==> src/rtl/branch_target_buffer_sa_pkg.sv <==
// Shared types and address-field helpers for the set-associative BTB.
// The typedefs describe the default geometry (64 entries, 2 ways, 32-bit PC).
package BtbTypes;

  localparam int BTB_ENTRY_NUM = 64;
  localparam int BTB_WAY_NUM   = 2;
  localparam int BTB_PC_WIDTH  = 32;
  localparam int BTB_SETS      = BTB_ENTRY_NUM / BTB_WAY_NUM;
  localparam int BTB_IDX_W     = $clog2(BTB_SETS);
  localparam int BTB_TAG_W     = BTB_PC_WIDTH - BTB_IDX_W - 2;

  typedef logic [BTB_IDX_W-1:0] BtbIndex;
  typedef logic [BTB_TAG_W-1:0] BtbTag;

  typedef struct packed {
    logic                    valid;
    BtbTag                   tag;
    logic [BTB_PC_WIDTH-1:0] target;
`ifdef BRANCH_TARGET_BUFFER_HYSTERESIS_EN
    logic [1:0]              counter;
`endif
  } BtbEntry;

  // Geometry-independent field extraction; callers cast to their own widths.
  function automatic logic [63:0] btbIndexOf(input logic [63:0] pc, input int idxW);
    return (pc >> 2) & ((64'd1 << idxW) - 64'd1);
  endfunction

  function automatic logic [63:0] btbTagOf(input logic [63:0] pc, input int idxW);
    return pc >> (idxW + 2);
  endfunction

endpackage

==> src/rtl/branch_target_buffer_sa_victim_select.sv <==
// Per-set replacement choice: lowest invalid way first, else the round-robin pointer.
module btb_victim_select #(
  parameter int WAY_NUM = 2,
  parameter int WIDX    = 1
) (
  input  logic               clk,
  input  logic               rst,
  input  logic [WAY_NUM-1:0] i_valid,
  input  logic               i_advance,
  input  logic               i_flush,
  output logic [WIDX-1:0]    o_way
);

  logic            w_freeFound;
  logic [WIDX-1:0] w_freeWay;
  logic [WIDX-1:0] w_ptr;

  // Descending scan so the lowest-numbered invalid way wins.
  always_comb begin
    w_freeFound = 1'b0;
    w_freeWay   = '0;
    for (int w = WAY_NUM - 1; w >= 0; w--) begin
      if (!i_valid[w]) begin
        w_freeFound = 1'b1;
        w_freeWay   = WIDX'(w);
      end
    end
  end

  assign o_way = w_freeFound ? w_freeWay : w_ptr;

  generate
    if (WAY_NUM == 1) begin : g_direct
      assign w_ptr = '0;
    end else begin : g_roundRobin
      logic [WIDX-1:0] r_ptr;
      always_ff @(posedge clk or negedge rst) begin
        if (!rst) begin
          r_ptr <= '0;
        end else if (i_flush) begin
          r_ptr <= '0;
        end else if (i_advance) begin
          r_ptr <= (r_ptr == WIDX'(WAY_NUM - 1)) ? '0 : r_ptr + WIDX'(1);
        end
      end
      assign w_ptr = r_ptr;
    end
  endgenerate

endmodule

==> src/rtl/branch_target_buffer_sa.sv <==
// Set-associative branch target buffer with registered lookup and round-robin fill.
// Optional 2-bit hysteresis counters per entry: define BRANCH_TARGET_BUFFER_HYSTERESIS_EN.
module branch_target_buffer_sa
  import BtbTypes::*;
#(
  parameter int ENTRY_NUM = 64,
  parameter int WAY_NUM   = 2,
  parameter int PC_WIDTH  = 32
) (
  input  logic                clk,
  input  logic                rst,
  input  logic [PC_WIDTH-1:0] npc,
  input  logic                stall,
  output logic                btbHit,
  output logic [PC_WIDTH-1:0] btbPredictedPc,
  input  logic                updateValid,
  input  logic [PC_WIDTH-1:0] updatePc,
  input  logic [PC_WIDTH-1:0] updateTarget,
  input  logic                updateTaken,
  input  logic                flush
);

  localparam int SETS = ENTRY_NUM / WAY_NUM;
  localparam int IDX  = $clog2(SETS);
  localparam int TAGW = PC_WIDTH - IDX - 2;
  localparam int WIDX = (WAY_NUM > 1) ? $clog2(WAY_NUM) : 1;

  logic [WAY_NUM-1:0]  r_valid  [SETS];
  logic [TAGW-1:0]     r_tag    [SETS][WAY_NUM];
  logic [PC_WIDTH-1:0] r_target [SETS][WAY_NUM];
`ifdef BRANCH_TARGET_BUFFER_HYSTERESIS_EN
  logic [1:0]          r_cnt    [SETS][WAY_NUM];
  logic [1:0]          w_upCnt;
`endif

  logic                r_hit;
  logic [PC_WIDTH-1:0] r_pred;

  logic [IDX-1:0]      w_lkIdx, w_upIdx;
  logic [TAGW-1:0]     w_lkTag, w_upTag;
  logic                w_lkHit;
  logic [PC_WIDTH-1:0] w_lkTarget;
  logic                w_upMatch;
  logic [WIDX-1:0]     w_upWay, w_wrWay;
  logic                w_alloc, w_wrData;
  logic [WIDX-1:0]     w_victim [SETS];

  assign w_lkIdx = IDX'(btbIndexOf(64'(npc), IDX));
  assign w_lkTag = TAGW'(btbTagOf(64'(npc), IDX));
  assign w_upIdx = IDX'(btbIndexOf(64'(updatePc), IDX));
  assign w_upTag = TAGW'(btbTagOf(64'(updatePc), IDX));

  // Lookup reads the pre-edge array, which gives read-before-write on collisions.
  always_comb begin
    w_lkHit    = 1'b0;
    w_lkTarget = '0;
    for (int w = 0; w < WAY_NUM; w++) begin
      if (r_valid[w_lkIdx][w] && (r_tag[w_lkIdx][w] == w_lkTag)
`ifdef BRANCH_TARGET_BUFFER_HYSTERESIS_EN
          && r_cnt[w_lkIdx][w][1]
`endif
         ) begin
        w_lkHit    = 1'b1;
        w_lkTarget = r_target[w_lkIdx][w];
      end
    end
  end

  always_comb begin
    w_upMatch = 1'b0;
    w_upWay   = '0;
    for (int w = 0; w < WAY_NUM; w++) begin
      if (r_valid[w_upIdx][w] && (r_tag[w_upIdx][w] == w_upTag)) begin
        w_upMatch = 1'b1;
        w_upWay   = WIDX'(w);
      end
    end
  end

`ifdef BRANCH_TARGET_BUFFER_HYSTERESIS_EN
  assign w_upCnt = r_cnt[w_upIdx][w_upWay];
`endif

  assign w_wrData = updateValid && updateTaken && !flush;
  assign w_alloc  = w_wrData && !w_upMatch;
  assign w_wrWay  = w_upMatch ? w_upWay : w_victim[w_upIdx];

  generate
    for (genvar s = 0; s < SETS; s++) begin : g_set
      btb_victim_select #(
        .WAY_NUM (WAY_NUM),
        .WIDX    (WIDX)
      ) u_victim (
        .clk       (clk),
        .rst       (rst),
        .i_valid   (r_valid[s]),
        .i_advance (w_alloc && (w_upIdx == IDX'(s))),
        .i_flush   (flush),
        .o_way     (w_victim[s])
      );
    end
  endgenerate

  // Valid bits (and counters) carry reset; tag and target storage does not.
  always_ff @(posedge clk or negedge rst) begin
    if (!rst) begin
      for (int s = 0; s < SETS; s++) begin
        r_valid[s] <= '0;
`ifdef BRANCH_TARGET_BUFFER_HYSTERESIS_EN
        for (int w = 0; w < WAY_NUM; w++) begin
          r_cnt[s][w] <= '0;
        end
`endif
      end
    end else if (flush) begin
      for (int s = 0; s < SETS; s++) begin
        r_valid[s] <= '0;
      end
    end else if (updateValid) begin
      if (updateTaken) begin
        r_valid[w_upIdx][w_wrWay] <= 1'b1;
`ifdef BRANCH_TARGET_BUFFER_HYSTERESIS_EN
        if (!w_upMatch) begin
          r_cnt[w_upIdx][w_wrWay] <= 2'd2;
        end else if (w_upCnt != 2'd3) begin
          r_cnt[w_upIdx][w_wrWay] <= w_upCnt + 2'd1;
        end
`endif
      end else if (w_upMatch) begin
`ifdef BRANCH_TARGET_BUFFER_HYSTERESIS_EN
        if (w_upCnt != 2'd0) begin
          r_cnt[w_upIdx][w_upWay] <= w_upCnt - 2'd1;
        end
`else
        r_valid[w_upIdx][w_upWay] <= 1'b0;
`endif
      end
    end
  end

  always_ff @(posedge clk) begin
    if (w_wrData) begin
      r_tag[w_upIdx][w_wrWay]    <= w_upTag;
      r_target[w_upIdx][w_wrWay] <= updateTarget;
    end
  end

  always_ff @(posedge clk or negedge rst) begin
    if (!rst) begin
      r_hit  <= 1'b0;
      r_pred <= '0;
    end else if (flush) begin
      r_hit  <= 1'b0;
      r_pred <= '0;
    end else if (!stall) begin
      r_hit  <= w_lkHit;
      r_pred <= w_lkTarget;
    end
  end

  assign btbHit         = r_hit;
  assign btbPredictedPc = r_pred;

endmodule

==> config.mk <==
export PLATFORM = sky130hd
export DESIGN_NAME = branch_target_buffer_sa
export DESIGN_NICKNAME = d
export VERILOG_FILES = /design/src/rtl/branch_target_buffer_sa_pkg.sv /design/src/rtl/branch_target_buffer_sa_victim_select.sv /design/src/rtl/branch_target_buffer_sa.sv
export SDC_FILE = /design/constraint.sdc
export NUM_CORES = 2
export LEC_CHECK = 0
export BUFFER_PORTS_ARGS = -buffer_cell sky130_fd_sc_hd__buf_2
export CORE_MARGIN = 2
export CORE_UTILIZATION = 34
export DETAILED_ROUTE_END_ITERATION = 8
export PLACE_DENSITY = 0.52
export SLEW_MARGIN = 0
export SYNTH_ARGS = -nofsm -noshare
export SYNTH_HDL_FRONTEND = slang
export SYNTH_SLANG_ARGS = --single-unit
==> constraint.sdc <==
create_clock -name clk -period 9.85 [get_ports clk]
set_input_delay 0.4925 -clock clk [delete_from_list [all_inputs] [get_ports clk]]
set_output_delay 0.4925 -clock clk [all_outputs]
set_load 0.1 [all_outputs]
==> metrics.csv <==
metric,value,unit
asr flop ratio synth,0.03415,
Synth top area share,0.6751,
clock skew,0.04588,ns
worst rel slew slack,0.04233,
WS Path Type,in -> reg,
overall power,0.03482,W
full die area,0.4828,mm^2
RSZ-0062 raised after global routing,false,
register bit total from synthesis,3777,
Area contributors post-synth,"edfxtp_1 68%, mux4_2 17%, mux2i_1 3.3%, dfrtp_1 2.0%, nand2_1 0.81%",
Critical Path Slowest Stage Cell,a211o_4,
startpoint types,primary input,
fin crit period,6.453,ns
# DRC,0,
via count,93384,
worst skew pair latency,0.98,ns
crit path cell chain,buf_8 -> buf_12 -> mux4_2 -> mux2_2 -> a221oi_1 -> buf_4 -> a211oi_1 -> a31oi_1 -> and3_1 -> nand4_4 -> a211o_4 -> nor2_4 -> buf_4,
synthesized area,0.1623,mm^2
drt wl/cell,38.48,um
most used cell along the critical path,buf_4,
FMAX,0.1550,GHz
worst vdd ir,0.1480,mV
TNS Setup,0,ns
Post-Synth Adder-Cell Area,0,
area grow syn2layout,14.35,%
Initial Utilization,0.3415,
vias in the first global route,92771,
PortBufs,130,
Hold Path Class,in -> reg,
Initial DRC Count,14050,
crit end category,flip-flop,
Num CTS Buffers,401,
first-pass GRT wire length,795.0,mm
share of synthesized area spent on multiplexers,0.2122,
row count,253,
Crit path largest cell delay,0.82,ns
post-CTS setup buffers,0,
Worst Path Max Fanout,85,
GP Congestion,0.9186,
"Core Util, Final",0.3905,
hold_ws,0.1018,ns
main combinational cell family by area after synthesis,multiplexers,
final hold vios,0,
Die H,694.8,um
H-tree depth,5,
Pwr Density,187.7,mW/mm^2
initial antenna violation count,55,
Worst-path clk slew,0.06,ns
Synth Warn #,0,
Ports,135,
# nets final,8625,
Synth cell types,88,
post-synthesis net count,8287,
WP data required,10.44,ns
Final Setup Violations,0,
Tcrit/Tclk final,0.6552,
post-synthesis simple-gate area fraction,0.02909,
Leakage,58.83,nW
largest net degree at the start of global routing,96,
sequential share of the synthesized area,0.6950,
Synth Area in Compound Gates,0.03864,
Sink Count,3777,
Max-cap violations,0,
WL final,586.9,mm
Syn Inst Count,8185,
share of layout cells above drive strength 1,0.2844,
"antenna viol nets, final",0,
Detailed Place HPWL,338.0,mm
global router's overall resource usage,0.2379,
Pre-antenna DRT Iters,8,
Synth Area in XOR/XNOR,0.004418,
total gr overflow,0,
clk buf depth,4,
Root Driver,clkbuf_16,
core area,0.4751,mm^2
status,"finished, final reports clean",
Critical Path AT,7.05,ns
number of synthesized flops with an enable pin,3648,
Die Wd,694.8,um
worst slew pin tran,1.430,ns
fin. max-slew vios,0,
Synth Area per Inst,19.82,um^2
leading area contributor after synthesis,edfxtp_1,
top_reg_cell synth,edfxtp_1,
drt via density,6.123,
CTS tree,built,
==> worst max-delay path, delay by kind of cell <==
family / cells / cell delay, ns
compound gates: 4 / 1.95
buf+inv: 4 / 1.95
mux: 2 / 0.88
simple gates: 3 / 1.43
==> cell usage after synthesis, types with 63 or more instances <==
master,n
nor3_1,68
clkbuf_1,237
o21ai_0,76
nand2_1,351
buf_2,175
nand3_1,91
a22oi_1,106
mux4_2,1237
o22ai_1,97
nor2_1,128
dfrtp_1,129
mux2_2,106
inv_1,80
edfxtp_1,3648
buf_4,63
mux2i_1,537
a21oi_1,76
==> stage by stage <==
stage | setup slack, ns | cells | cell area (um^2)
2_1_floorplan | 1.978 | 8185 | 162300
3_3_place_gp | 2.406 | 14488 | 172900
3_5_place_dp | 2.596 | 14489 | 172900
4_1_cts | 3.583 | 15223 | 185500
5_1_grt | 3.391 | 15226 | 185500
6_report | 3.397 | 15252 | 185500
==> layout make-up <==
type,instances,area (um^2)
clock buffers,498,10650
clock inverters,230,1882
diodes,29,72.57
repair buffers,501,5160
fillers,42616,289600
flip-flops and latches,3777,112800
inverters,86,340.3
multi-input cells,3756,46690
well taps,6375,7976
==> cell usage in the layout (no fill, tap or decap), drive strengths merged, types with 47 or more instances in the layout <==
cell / instances
a211oi: 48
a21oi: 77
a221oi: 60
a22o: 48
a22oi: 106
buf: 495
clkbuf: 498
clkinv: 180
dfrtp: 129
edfxtp: 3648
inv: 101
mux2: 106
mux2i: 537
mux4: 1237
nand2: 351
nand2b: 59
nand3: 91
nor2: 128
nor2b: 47
nor3: 69
nor4: 55
o21ai: 91
o221ai: 47
o22ai: 97
xnor2: 51
==> state kept, by name, indices dropped and copies added (netlist names) <==
register,flops
btbPredictedPc,32
r_tag,1600
r_valid,64
r_target,2048
g_set.u_victim.g_roundRobin.r_ptr,32
btbHit,1
==> final timing paths <==
path	slack (ns)	start	end	cells past startpoint
setup / recovery	3.40	updatePc[2]	r_tag[12][49]$_DFFE_PP_	13
hold / removal	0.10	flush	g_set[11].u_victim.g_roundRobin.r_ptr$_DFFE_PN0P_	3
setup reg to reg	3.85	r_tag[7][31]$_DFFE_PP_	r_tag[12][49]$_DFFE_PP_	11
hold reg to reg	0.48	btbHit$_DFFE_PN0P_	btbHit$_DFFE_PN0P_	1
max in group asynchronous	8.09	rst	g_set[5].u_victim.g_roundRobin.r_ptr$_DFFE_PN0P_	3
min in group asynchronous	0.19	rst	g_set[28].u_victim.g_roundRobin.r_ptr$_DFFE_PN0P_	2
==> metal layers <==
layer / routed length [um] / vias up / track usage
met5: 118 / - / 0
met4: 29470 / 20 / 0.09934
met3: 60060 / 1268 / 0.05814
met2: 262300 / 5628 / 0.3615
met1: 234900 / 50962 / 0.3272
li1: - / 35506 / -
==> repair_timing <==
action / in CTS / in global routing
hold endpoints to repair: 128 / 0
gates resized for setup: 0 / 0
hold buffers: 6 / 0
==> kinds of logic after synthesis <==
group                     Yosys count
DFF                              3777
muxes                            1880
and+or+nand+nor                   954
AOI/OAI and AO/OA                 841
buffers and inverters             652
xor gates and xnor gates           81
==> power breakdown <==
group	switching, W	internal (W)	total [W]
clock network	0.00643	0.00835	0.0148
registers	0.00000744	0.0176	0.0176
logic	0.00158	0.000816	0.00240
total	0.00803	0.0268	0.0348
No activity file was read; power rests on OpenSTA's default activity.
